`config.mk`:
```
export PLATFORM = sky130hd
export DESIGN_NAME = rom_read_arbiter
export DESIGN_NICKNAME = d
export VERILOG_FILES = /design/src/rtl/rom_read_arbiter.sv
export SDC_FILE = /design/constraint.sdc
export NUM_CORES = 1
export LEC_CHECK = 0
export BUFFER_PORTS_ARGS = -buffer_cell sky130_fd_sc_hd__clkbuf_2
export CAP_MARGIN = 20
export CORE_MARGIN = 2
export CORE_UTILIZATION = 48
export DETAILED_ROUTE_END_ITERATION = 8
export GPL_TIMING_DRIVEN = 0
export PLACE_DENSITY = 0.74
export SLEW_MARGIN = 20
export SYNTH_ARGS = -nofsm -noshare
export SYNTH_HDL_FRONTEND = slang
export SYNTH_SLANG_ARGS = --single-unit
```
`constraint.sdc`:
```
create_clock -name clk -period 2 [get_ports clk]
set_clock_uncertainty 0.2 [all_clocks]
set_input_delay 0.3 -clock clk [delete_from_list [all_inputs] [get_ports clk]]
set_output_delay 0.3 -clock clk [all_outputs]
set_load 0.05 [all_outputs]
```
`src/rtl/rom_read_arbiter.sv`:
```
//------------------------------------------------------------------------------
// Module   : rom_read_arbiter
// Purpose  : Round-robin arbiter granting two requesters burst read access to
//            a shared combinational ROM. A granted burst of 1..8 beats reads
//            consecutive addresses (wrapping modulo 2^ADDR_W) and returns the
//            data on a registered read channel.
// Ports    : clk, rst_n                 - clock, async active-low reset
//            req0/1, addr0/1, len0/1    - burst requests (addr/len sampled at grant)
//            gnt0/1                     - grant, held for the whole burst
//            rom_addr / rom_data        - shared ROM address out / data in
//            rvalid, rlast, rid, rdata  - registered read beat channel
//            busy                       - high whenever the arbiter is not idle
// Revision : 1.0 - initial release
//------------------------------------------------------------------------------
`default_nettype none

module rom_read_arbiter #(
  parameter int ADDR_W = 3,
  parameter int DATA_W = 4
) (
  input  logic              clk,
  input  logic              rst_n,
  input  logic              req0,
  input  logic              req1,
  input  logic [ADDR_W-1:0] addr0,
  input  logic [ADDR_W-1:0] addr1,
  input  logic [2:0]        len0,
  input  logic [2:0]        len1,
  output logic              gnt0,
  output logic              gnt1,
  output logic [ADDR_W-1:0] rom_addr,
  input  logic [DATA_W-1:0] rom_data,
  output logic              rvalid,
  output logic              rlast,
  output logic              rid,
  output logic [DATA_W-1:0] rdata,
  output logic              busy
);

  typedef enum logic [1:0] {
    IDLE  = 2'd0,
    BURST = 2'd1,
    DONE  = 2'd2
  } state_t;

  state_t            state;
  logic [ADDR_W-1:0] ptr;
  logic [2:0]        cnt;
  // Index of the most recent grant; doubles as the owner of the active burst.
  logic              last_gnt;
  logic              winner;

  // On a tie the requester not granted last time wins; otherwise the sole
  // requester wins.
  assign winner = (req0 && req1) ? ~last_gnt : req1;

  // The only combinational output: the ROM is addressed only while beats
  // are being issued.
  assign rom_addr = (state == BURST) ? ptr : '0;

  always_ff @(posedge clk or negedge rst_n) begin
    if (!rst_n) begin
      state    <= IDLE;
      gnt0     <= 1'b0;
      gnt1     <= 1'b0;
      rvalid   <= 1'b0;
      rlast    <= 1'b0;
      rid      <= 1'b0;
      rdata    <= '0;
      busy     <= 1'b0;
      ptr      <= '0;
      cnt      <= '0;
      last_gnt <= 1'b1;
    end else begin
      rvalid <= 1'b0;
      rlast  <= 1'b0;
      case (state)
        IDLE: begin
          if (req0 || req1) begin
            state    <= BURST;
            busy     <= 1'b1;
            gnt0     <= ~winner;
            gnt1     <= winner;
            last_gnt <= winner;
            ptr      <= winner ? addr1 : addr0;
            cnt      <= winner ? len1 : len0;
          end
        end
        BURST: begin
          rdata  <= rom_data;
          rvalid <= 1'b1;
          rid    <= last_gnt;
          ptr    <= ptr + 1'b1;
          if (cnt == 3'd0) begin
            rlast <= 1'b1;
            state <= DONE;
          end else begin
            cnt <= cnt - 3'd1;
          end
        end
        DONE: begin
          // Final beat is visible this cycle; release the grant next.
          state <= IDLE;
          gnt0  <= 1'b0;
          gnt1  <= 1'b0;
          busy  <= 1'b0;
        end
        default: begin
          state <= IDLE;
          gnt0  <= 1'b0;
          gnt1  <= 1'b0;
          busy  <= 1'b0;
        end
      endcase
    end
  end

endmodule

`default_nettype wire
```
==> impl_results.md <==
* DRT Pass-1 Iters at 4
* RR Endpoint: cnt[2]
* Max Clk Rate at 523.7 MHz
* Synth cell types at 36
* Fill count at 161
* CTS tree: done
* DRC viols at 0
* Fin crit period at 1909 ps
* Critical path type: flip-flop to primary output
* Critical Path RT at 1500 ps
* Latest clock arrival within the worst-skew pair at 290 ps
* # diodes at 0
* I/O Buffers at 32
* Worst Setup SP: state[1]
* DP HPWL at 1.483 mm
* DR iter-0 viols at 17
* Area of the mapped netlist at 982.2 um2
* Worst r2r src: cnt[0]
* Outcome: complete, no violations
* Row count at 16
* CTS Buf Count at 3
* Worst-path fanout max at 12
* Grt ovf at 0
* Worst EP arrival at 1410 ps
* Fin area at 0.001300 mm2
* Critical path startpoint category: flip-flop
* Async set or reset register ratio after synthesis at 100.0%
* CTS Buffer Depth at 2
* Final hold violations at 0
* Mapped Cells at 100
* Clock sinks at 19
* Worst slew pin tran at 478.7 ps
* Layout area overhead at 32.36%
* Final setup violation count at 0
* H-tree depth at 1
* Top_reg_cell synth: dfrtp_1
* Post-Synthesis Mean Instance Area at 9.822 um2
* Post-synthesis sequential area ratio at 48.54%
* Vias after detailed routing at 871
* Crit. End Element: primary output
* Synth warn at 0
* Number of antenna violations at the first check in global routing at 0
* Nets at 165
* Maximum number of pins on one net before global-route repair at 20
* Most frequent cells in the layout: clkbuf_2, dfrtp_1, nand2_1, nor2_1, dlygate4sd3_1
* Initial Utilization at 50.58%
* Number of flops mapped to enable cells by yosys at 0
* Reg2Reg Depth at 5
* Gr usage total at 19.54%
* Die W at 49.24 um
* Syn Nets at 123
* First-pass GRT wire length at 3.643 mm
* Core area at 0.001942 mm2
* Routed wire length at 2.053 mm
* Routability cong. at 0.8097
* Min-Delay Path Class: input pin to flip-flop
* Post-Place Cell Area at 0.001176 mm2
* Vias in the first global route at 848
* Post-Layout Cell Count at 168
* Routed len/inst at 12.22 um
* Total Die Area at 0.002424 mm2
* Layout cells sized above 1 at 34.75%
* Final ANT Viol Nets at 0
* Period utilization at 95.47%
* Leakage at 0.6413 nW
* Clock transition at path regs at 110 ps
* Root Driver: clkbuf_4
* Slew headroom at 68.09%
* R2R setup slack at 410 ps
* Peak supply drop at 1193 uV
* Most common cell after layout, fill and taps aside: clkbuf_2
* Worst Setup EP: rom_addr[1]
* Slew Limit Fails at 0
* Post-placement cell count at 159
* I/O pins at 33
* PwrDens at 1982 mW/mm2
* Yosys reg bits at 19
* Chip height at 49.24 um
* Max Cap Viol at 0
* Vias/cell at 5.185
==> final cells by class <==
type                       instances  area (um2)  area share [%]
sequential                        19       476.7           36.67
multi-input combinational         71       455.4           35.03
timing repair buffer              38       257.7           19.83
inverter                           7       33.78           2.599
tap                               27       33.78           2.599
clock buffer                       4       26.28           2.021
buffer                             2       16.27           1.251
==> logic make-up (layout without fill, tap and decap cells) <==
logic type | after synthesis | in the layout | synth area share (%)
AOI/OAI and AO/OA | 26 | 26 | 21.02
adders and majority gates | 3 | 3 | 3.822
buffers and inverters | 10 | 51 | 5.095
DFF | 19 | 19 | 48.54
muxes | 2 | 2 | 2.038
and+or+nand+nor | 40 | 40 | 19.49
==> report_power, final <==
group          leakage, nW  internal (mW)  switching [mW]
Sequential           0.226          0.589           0.120
Clock               0.0150         0.0776           0.119
Combinational        0.400          0.599            1.07
Total                0.641           1.27            1.31
==> routing by layer <==
layer  GRT usage (%)  vias up  share of wire, %  routed length [um]
li1                -      426                 -                   -
met1           25.65      420                46                 949
met2           31.98       21                49                1011
met3           3.988        4               3.6                  73
met4           6.667        0              0.93                  19
met5               0        -                 0                   0
==> state kept, by name, indices dropped and copies added (netlist names) <==
name      flops
rdata         4
last_gnt      1
state         2
rid           1
gnt1          1
cnt           3
rvalid        1
gnt0          1
ptr           3
rlast         1
busy          1
==> synthesized netlist by cell type (2+ instances only) <==
| master | n | area share (%) |
|---|---|---|
| inv_1 | 4 | 1.5 |
| inv_2 | 3 | 1.1 |
| dfrtp_1 | 18 | 46 |
| nor2_1 | 9 | 3.4 |
| a211oi_1 | 2 | 1.5 |
| nand2b_1 | 3 | 1.9 |
| a21oi_1 | 4 | 2.0 |
| o21ai_1 | 3 | 1.5 |
| a31oi_1 | 2 | 1.3 |
| and2_1 | 2 | 1.3 |
| nor2b_1 | 3 | 1.9 |
| mux2i_1 | 2 | 2.0 |
| o21ai_0 | 3 | 1.5 |
| ha_1 | 3 | 3.8 |
| nand2_1 | 17 | 6.5 |
| o32ai_1 | 2 | 1.8 |
==> worst min-delay path by stage <==
stage | start | depth (start not counted) | slack (ps) | end
floorplan | rst_n | 0 | -200 | busy
global placement | rst_n | 1 | 80 | cnt[0]
detailed placement | rst_n | 1 | 80 | cnt[0]
CTS | addr0[1] | 3 | 100 | ptr[1]
global route | addr0[1] | 3 | 120 | ptr[1]
finish | addr0[1] | 3 | 100 | ptr[1]
==> through the flow <==
stage          hold WS [ps]  total power [mW]  worst slack, ps  utilization (%)  TNS [ps]
2_1_floorplan        -195.6             1.913            251.7                -         0
3_3_place_gp          77.19             2.200            189.6            60.57         0
3_5_place_dp          82.15             2.244            154.3            60.57         0
4_1_cts               100.2             2.586            6.843            67.14         0
5_1_grt               115.0             2.773          -0.3627            66.95   -0.3627
6_report              99.69             2.576            90.54            66.95         0
==> what timing repair did <==
| action | in CTS | in global routing |
|---|---|---|
| hold endpoints to repair | 22 | 0 |
| resized for setup | 9 | 4 |
| buffers inserted | 1 | 0 |
| hold buffers | 5 | 0 |
| endpoints found under the setup margin | 3 | 3 |
| pin swaps | 0 | 0 |
==> worst max-delay path, stage by stage, from the launching register on <==
cell     delay (ps)
dfrtp_1         400
buf_6           150
inv_2            80
nand2_4          70
inv_8            90
and2_1          170
buf_8           150
Note: power is estimated with default switching activity, not from simulation.
